==> config.mk <==
export PLATFORM = sky130hd
export DESIGN_NAME = alu_acc_seq_flat
export DESIGN_NICKNAME = d
export VERILOG_FILES = /design/src/rtl/alu_acc_seq_if.sv /design/src/rtl/alu_acc_seq.sv /design/src/flat_wrapper.sv
export SDC_FILE = /design/constraint.sdc
export NUM_CORES = 1
export LEC_CHECK = 0
export CORE_ASPECT_RATIO = 2
export CORE_MARGIN = 4
export CORE_UTILIZATION = 35
export CTS_CLUSTER_SIZE = 10
export DETAILED_ROUTE_END_ITERATION = 7
export GPL_TIMING_DRIVEN = 0
export PLACE_DENSITY = 0.76
export REMOVE_ABC_BUFFERS = 1
export SYNTH_ARGS = -nofsm -noshare
export SYNTH_HDL_FRONTEND = slang
export SYNTH_SLANG_ARGS = --single-unit
==> constraint.sdc <==
create_clock -name clk -period 3.3 [get_ports clk]
set_input_delay 0.66 -clock clk [delete_from_list [all_inputs] [get_ports clk]]
set_output_delay 0.66 -clock clk [all_outputs]
set_load 0.05 [all_outputs]
==> src/rtl/alu_acc_seq_if.sv <==
// Command channel of the accumulator sequencer: valid/ready handshake plus
// opcode, load select and operand/load data.
interface alu_acc_seq_if #(
    parameter int W = 8
);
    logic         cmd_valid;
    logic         cmd_ready;
    logic [2:0]   cmd_op;
    logic         cmd_load;
    logic [W-1:0] cmd_data;

    modport master (
        output cmd_valid,
        output cmd_op,
        output cmd_load,
        output cmd_data,
        input  cmd_ready
    );

    modport slave (
        input  cmd_valid,
        input  cmd_op,
        input  cmd_load,
        input  cmd_data,
        output cmd_ready
    );
endinterface

==> src/rtl/alu_acc_seq.sv <==
// Accumulator sequencer wrapped around a combinational ALU: IDLE -> ISSUE -> DONE.
// Optional macro ACC_STICKY_OVF_EN makes the overflow flag sticky until a load.
module alu_acc_seq #(
    parameter int W     = 8,
    parameter int CNT_W = 16
) (
    input  logic             clk,
    input  logic             rst_n,
    alu_acc_seq_if.slave     cmd_if,
    output logic [W-1:0]     alu_a_o,
    output logic [W-1:0]     alu_b_o,
    output logic [2:0]       alu_op_o,
    input  logic [W-1:0]     alu_y_i,
    input  logic             alu_carry_i,
    input  logic             alu_overflow_i,
    input  logic             alu_zero_i,
    output logic [W-1:0]     acc_o,
    output logic [2:0]       flags_o,
    output logic             res_valid_o,
    output logic [CNT_W-1:0] ops_done_o
);

    typedef enum logic [1:0] {
        S_IDLE  = 2'd0,
        S_ISSUE = 2'd1,
        S_DONE  = 2'd2
    } state_t;

    state_t             state_q, state_d;
    logic [W-1:0]       alu_a_q, alu_a_d;
    logic [W-1:0]       alu_b_q, alu_b_d;
    logic [2:0]         alu_op_q, alu_op_d;
    logic               load_q, load_d;
    logic [W-1:0]       acc_q, acc_d;
    logic [2:0]         flags_q, flags_d;
    logic [CNT_W-1:0]   ops_done_q, ops_done_d;

    // NOTE: state registers use non-blocking assignments so every flop samples
    // the pre-edge value of every other flop, independent of process ordering.
    always_ff @(posedge clk or negedge rst_n) begin
        if (!rst_n) begin
            state_q    <= S_IDLE;
            alu_a_q    <= '0;
            alu_b_q    <= '0;
            alu_op_q   <= '0;
            load_q     <= 1'b0;
            acc_q      <= '0;
            flags_q    <= '0;
            ops_done_q <= '0;
        end else begin
            state_q    <= state_d;
            alu_a_q    <= alu_a_d;
            alu_b_q    <= alu_b_d;
            alu_op_q   <= alu_op_d;
            load_q     <= load_d;
            acc_q      <= acc_d;
            flags_q    <= flags_d;
            ops_done_q <= ops_done_d;
        end
    end

    // NOTE: every next-state signal is defaulted to its held value first, so no
    // path through the case leaves one unassigned and no latch is inferred.
    always_comb begin
        state_d    = state_q;
        alu_a_d    = alu_a_q;
        alu_b_d    = alu_b_q;
        alu_op_d   = alu_op_q;
        load_d     = load_q;
        acc_d      = acc_q;
        flags_d    = flags_q;
        ops_done_d = ops_done_q;

        unique case (state_q)
            S_IDLE: begin
                if (cmd_if.cmd_valid) begin
                    alu_a_d  = acc_q;
                    alu_b_d  = cmd_if.cmd_data;
                    alu_op_d = cmd_if.cmd_op;
                    load_d   = cmd_if.cmd_load;
                    state_d  = S_ISSUE;
                end
            end
            S_ISSUE: begin
                if (load_q) begin
                    acc_d   = alu_b_q;
                    flags_d = {1'b0, 1'b0, (alu_b_q == '0)};
                end else begin
                    acc_d = alu_y_i;
`ifdef ACC_STICKY_OVF_EN
                    flags_d = {alu_carry_i, flags_q[1] | alu_overflow_i, alu_zero_i};
`else
                    flags_d = {alu_carry_i, alu_overflow_i, alu_zero_i};
`endif
                end
                ops_done_d = ops_done_q + CNT_W'(1);
                state_d    = S_DONE;
            end
            S_DONE: begin
                state_d = S_IDLE;
            end
            default: begin
                state_d = S_IDLE;
            end
        endcase
    end

    // Handshake and strobe decode straight from the state, so reset forces them too.
    assign cmd_if.cmd_ready = (state_q == S_IDLE);
    assign res_valid_o      = (state_q == S_DONE);

    assign alu_a_o    = alu_a_q;
    assign alu_b_o    = alu_b_q;
    assign alu_op_o   = alu_op_q;
    assign acc_o      = acc_q;
    assign flags_o    = flags_q;
    assign ops_done_o = ops_done_q;

endmodule
==> src/flat_wrapper.sv <==
// flat-port wrapper written by rule: the top's interface ports become plain ports
module alu_acc_seq_flat 
#(
    parameter int W     = 8,
    parameter int CNT_W = 16
)
  (clk, rst_n, alu_a_o, alu_b_o, alu_op_o, alu_y_i, alu_carry_i, alu_overflow_i, alu_zero_i, acc_o, flags_o, res_valid_o, ops_done_o, cmd_if_cmd_valid, cmd_if_cmd_op, cmd_if_cmd_load, cmd_if_cmd_data, cmd_if_cmd_ready);
  alu_acc_seq_if #(.W(W)) cmd_if_i ();
  input  logic clk;
  input  logic rst_n;
  output logic [W-1:0] alu_a_o;
  output logic [W-1:0] alu_b_o;
  output logic [2:0] alu_op_o;
  input  logic [W-1:0] alu_y_i;
  input  logic alu_carry_i;
  input  logic alu_overflow_i;
  input  logic alu_zero_i;
  output logic [W-1:0] acc_o;
  output logic [2:0] flags_o;
  output logic res_valid_o;
  output logic [CNT_W-1:0] ops_done_o;
  input wire logic [$bits(cmd_if_i.cmd_valid)-1:0] cmd_if_cmd_valid;
  input wire logic [$bits(cmd_if_i.cmd_op)-1:0] cmd_if_cmd_op;
  input wire logic [$bits(cmd_if_i.cmd_load)-1:0] cmd_if_cmd_load;
  input wire logic [$bits(cmd_if_i.cmd_data)-1:0] cmd_if_cmd_data;
  output wire logic [$bits(cmd_if_i.cmd_ready)-1:0] cmd_if_cmd_ready;
  assign cmd_if_i.cmd_valid = cmd_if_cmd_valid;
  assign cmd_if_i.cmd_op = cmd_if_cmd_op;
  assign cmd_if_i.cmd_load = cmd_if_cmd_load;
  assign cmd_if_i.cmd_data = cmd_if_cmd_data;
  assign cmd_if_cmd_ready = cmd_if_i.cmd_ready;
  alu_acc_seq #(.W(W), .CNT_W(CNT_W)) u_core (.clk(clk), .rst_n(rst_n), .cmd_if(cmd_if_i), .alu_a_o(alu_a_o), .alu_b_o(alu_b_o), .alu_op_o(alu_op_o), .alu_y_i(alu_y_i), .alu_carry_i(alu_carry_i), .alu_overflow_i(alu_overflow_i), .alu_zero_i(alu_zero_i), .acc_o(acc_o), .flags_o(flags_o), .res_valid_o(res_valid_o), .ops_done_o(ops_done_o));
endmodule
Word-level counts from Yosys, hierarchy flattened --
Cells that the tools add are included.
Word-level totals: register bits after elaboration 49, bits in latches 0, RAM bits 0, memory bits (read-only) 0, output and inout bits 48, word-level logic and storage cells 19, memories 0
Operators by class: add/sub/neg operators 1, $mul 0, div/mod/pow operators 0, order comparisons 0, equality and inequality tests 3, shift operators 0, muxes and demuxes 4, bitwise gates (word level) 0, reductions and logical operators 3
Operators with widths (number):
- 16-bit by 1-bit adder with 16-bit output (second input constant) | 1
- 8-bit logical NOT | 1
- 8-bit two-way mux | 1
- 2-bit one-hot mux with 2 select lines | 1
- 3-bit two-way mux | 1
- 2-bit by 1-bit == test with 1-bit output (second input constant) | 1
- 2-bit == test (second input constant) | 1
- 2-bit logical NOT | 1
- 2-bit two-way mux | 1
- 2-bit inequality test (second input constant) | 1
- 2-bit AND reduction | 1

Depth between registers and ports, before layout --
depth after elaboration 2, depth in mapped cells 5

Worst setup path before layout --
Ideal clock, no wire load.
kind flip-flop to flip-flop, from register u_core.state_q[0], to register u_core.alu_op_q[2] (netlist: u_core.alu_op_o[2]), arrival time 1.859 ns, slack 1.316 ns, cell stages (with the launch flop) 5, path buffers 1, clock period less this slack 1.984 ns, cells stage by stage dfrtp_1 nor2_1 and2_4 buf_6 mux2_2
Between the ends: longest elaborated chain between the ends 2
RTL lines:
- from (decl) | RTL line alu_acc_seq.sv:29 | state_t state_q, state_d;
- from (signal assigned) | RTL line alu_acc_seq.sv:51 | state_q <= state_d;
- 2-bit logical NOT
- via cmd_if_cmd_ready | RTL line flat_wrapper.sv:26 | output wire logic [$bits(cmd_if_i.cmd_ready)-1:0] cmd_if_cmd_ready;
- 2-bit AND reduction (no source line)
- to (signal assigned) | RTL line alu_acc_seq.sv:54 | alu_op_q <= alu_op_d;
- to (decl) | RTL line alu_acc_seq.sv:32 | logic [2:0] alu_op_q, alu_op_d;
The timed path passes the listed nets, and every way through them passes these cells. A chain may end at the register's enable or synchronous reset.

Worst setup path in the final report --
from register u_core.state_q[0], to output port res_valid_o
Between the ends: longest elaborated chain between the ends 1
RTL lines:
- 2-bit == test | RTL line alu_acc_seq.sv:110 | assign res_valid_o = (state_q == S_DONE);
- to (decl) | RTL line flat_wrapper.sv:20 | output logic res_valid_o;
Every way passes these cells.

==> flow_metrics.py <==
metrics = {
    "timing": {
        "rsz0062_at_grt": "false",
        "slew_headroom": 0.473,
        "finalHoldViolCount": 0,
        "period_minus_slack_ps": 2410,
        "final.setup.worst_slack_ps": 892,
        "setup_viol": 0,
        "finalSetupTns_ps": 0,
        "finalCritPeriodShare": 0.730,
        "worst_pin_slew_ps": 790,
        "fin_skew_ps": 3.64,
        "fmax_mhz": 415,
        "maxSlewViolCount": 0,
        "fin_hold_ws_ps": 392,
    },
    "floorplan": {
        "initial_core_util": 0.361,
        "num_rows": 39,
        "dieArea_mm2": 0.00725,
        "core-area_mm2": 0.00571,
        "ioPinCount": 74,
        "fp.dieW_um": 62.2,
        "die-height_um": 116,
    },
    "power": {
        "p_leak_nw": 1.33,
        "switching_share": 0.422,
        "seq_power_share": 0.336,
        "p_int_mw": 1.60,
        "ir_worst_vdd_v": 0.000704,
        "finalPower_mw": 2.78,
        "switchingPower_mw": 1.17,
        "power_density_mw_per_mm2": 917,
        "p_comb_frac": 0.451,
        "pwr-share-clk": 0.212,
    },
    "clock_tree": {
        "cts_root_buf": "clkbuf_16",
        "insertion_delay_ps": 280,
        "clock_path_buffers": 2,
        "cts_post_setup_buffers_inserted": 0,
        "cts_hold_buffers": 0,
        "cts_buffers": 5,
        "path_clk_slew_ps": 60,
        "cts_tree": "yes",
        "cts.sinks": 49,
        "cts_resized": 0,
        "htreeDepth": 2,
    },
    "outcome": {
        "outcome": "completed",
    },
    "routing": {
        "dr.pass1.iters": 4,
        "finalWirelength_um": 4410,
        "wl_per_cell_um": 14.8,
        "drt_iter0_drc": 34,
        "vias_per_cell": 4.94,
        "drc": 0,
        "final_antenna_net_count": 0,
        "dr_total_vias": 1467,
    },
    "final_layout": {
        "nFillCells": 504,
        "n_antenna_cell": 0,
        "fin_util": 0.530,
        "seq_area_mm2": 0.00123,
        "final_cells": 297,
        "multiInputGateArea_um2": 795,
        "area_growth_syn_to_layout_pct": 47.0,
        "nNetsFinal": 262,
        "fin_area_mm2": 0.00303,
        "drive_gt1_frac": 0.153,
    },
    "yosys": {
        "synth_edf_count": 0,
        "yosys_warnings": 0,
        "async_flop_share": 1.00,
        "synth.avg_cell_area_um2": 13.0,
        "ys_top_cells_by_area": "dfrtp_1 (60%), mux2_2 (11%), mux2i_1 (3.9%), xnor2_1 (3.8%), nand2_1 (3.1%)",
        "synth_area_mm2": 0.00206,
        "synth.distinct_cells": 29,
        "ys_ff_latch": 49,
        "synth_top_area_frac": 0.595,
        "synth_common_cells": "dfrtp_1 (49), mux2_2 (20), nand2_1 (17)",
        "synth_most_common_cell": "dfrtp_1",
        "yosysSeqAreaShare": 0.595,
        "synth_ff_type": "dfrtp_1",
        "synth_top_area_cell": "dfrtp_1",
        "syn_inst": 159,
    },
    "global_routing": {
        "antenna_found_initial": 0,
        "grt_pass1_wl_um": 7220,
        "gr-total-overflow": 0,
        "grt_pass1_vias": 1605,
        "track_usage": 0.125,
        "grt_max_degree": 27,
    },
    "placement": {
        "hpwlAfterDp_um": 3350,
        "port_buffers": 73,
        "dp_slack_ps": 1190,
        "place.gp.congestion": 0.780,
        "placed_area_mm2": 0.00285,
        "place_inst": 289,
    },
    "critical_path": {
        "worstSetupPathType": "flip-flop to primary output",
        "worstSetupEndpointType": "primary output",
        "path_delay_family": "buffers and inverters",
        "cp_slowest_cell": "clkdlybuf4s50_1",
        "crit_buf_inv": 1,
        "startpoint_type": "flip-flop",
        "crit_chain": "and2b_2 -> clkdlybuf4s50_1",
        "r2r-start": "u_core.state_q[1]",
        "crit_start": "u_core.state_q[0]",
        "path_max_fanout": 5,
        "cp.arrival_ps": 1750,
        "cp.required_ps": 2640,
        "worst_path_largest_cell_delay_ps": 790,
    },
    "flow_run": {
        "drv_cap": 0,
    },
    "min_path": {
        "hold_class": "primary input to asynchronous set/reset pin",
    },
}
==> kinds of logic (layout without fill, tap and decap cells) <==
| family | after synthesis | in the layout | share of synthesized area |
|---|---|---|---|
| DFF | 49 | 49 | 0.595 |
| and+or+nand+nor | 48 | 48 | 0.138 |
| xor gates and xnor gates | 15 | 15 | 0.0638 |
| muxes | 28 | 28 | 0.148 |
| AOI/OAI and AO/OA | 12 | 12 | 0.0298 |
| adders and majority gates | 1 | 1 | 0.00607 |
| buffers and inverters | 6 | 83 | 0.0188 |
==> cell type report <==
cell class	instances	area share
sequential	49	0.405
inverter	1	0.00124
clock buffer	7	0.0471
timing repair buffer	74	0.249
tap	61	0.0252
clock inverter	1	0.00992
multi-input combinational	104	0.263
==> sequential cells by signal, indices dropped and copies added (netlist names) <==
register and count:
u_core.state_q 2, u_core.alu_b_o 8, u_core.load_q 1, u_core.ops_done_o 16, u_core.alu_a_o 8, u_core.acc_o 8
u_core.alu_op_o 3, u_core.flags_o 3
==> placed cells by master (no fill, tap or decap) <==
cell type and instances:
mux2i_1 8, nand3b_1 1, clkbuf_1 1, and2b_2 1
clkdlybuf4s50_1 72, and2_4 1, nor3_2 2, buf_16 1
mux2_2 20, xnor2_1 9, nor4_1 2, nand3_2 1
bufinv_16 1, dfrtp_1 49, clkbuf_8 1, nand2b_1 3
nand3_1 5, nor2b_1 1, inv_1 1, a31oi_1 1
and3_1 2, nor2_1 7, ha_1 1, nand2_1 17
nor4_4 1, xor2_1 6, clkbuf_16 5, o21ai_0 10
nand4_1 2, or2_1 1, a21oi_1 1, buf_2 1
nand4b_4 1
==> per-layer routing <==
layer | part of all wire | global-route usage | vias to the layer above
met5 | 0 | 0 | -
met4 | 0.025 | 0.0608 | 0
met3 | 0.073 | 0.0404 | 9
met2 | 0.54 | 0.224 | 56
met1 | 0.36 | 0.130 | 709
li1 | - | - | 693
==> power by group through the flow <==
stage               registers, mW  clock network, mW  logic (mW)
floorplan                    1.50                  0       0.237
global placement            0.937                  0        1.25
detailed placement          0.949                  0        1.27
CTS                         0.939              0.607        1.27
global route                0.966              0.627        1.32
finish                      0.934              0.589        1.25
==> final timing paths <==
kind / endpoint / slack (ps) / depth (start not counted)
max: res_valid_o / 890 / 2
min: u_core.alu_b_o[3] / 390 / 1
max reg2reg: u_core.ops_done_o[3] / 1680 / 4
min reg2reg: u_core.ops_done_o[15] / 480 / 1
max in group asynchronous: u_core.ops_done_o[2] / 2370 / 2
min in group clk: u_core.ops_done_o[15] / 480 / 1
Power figures use the tool's default switching activity.
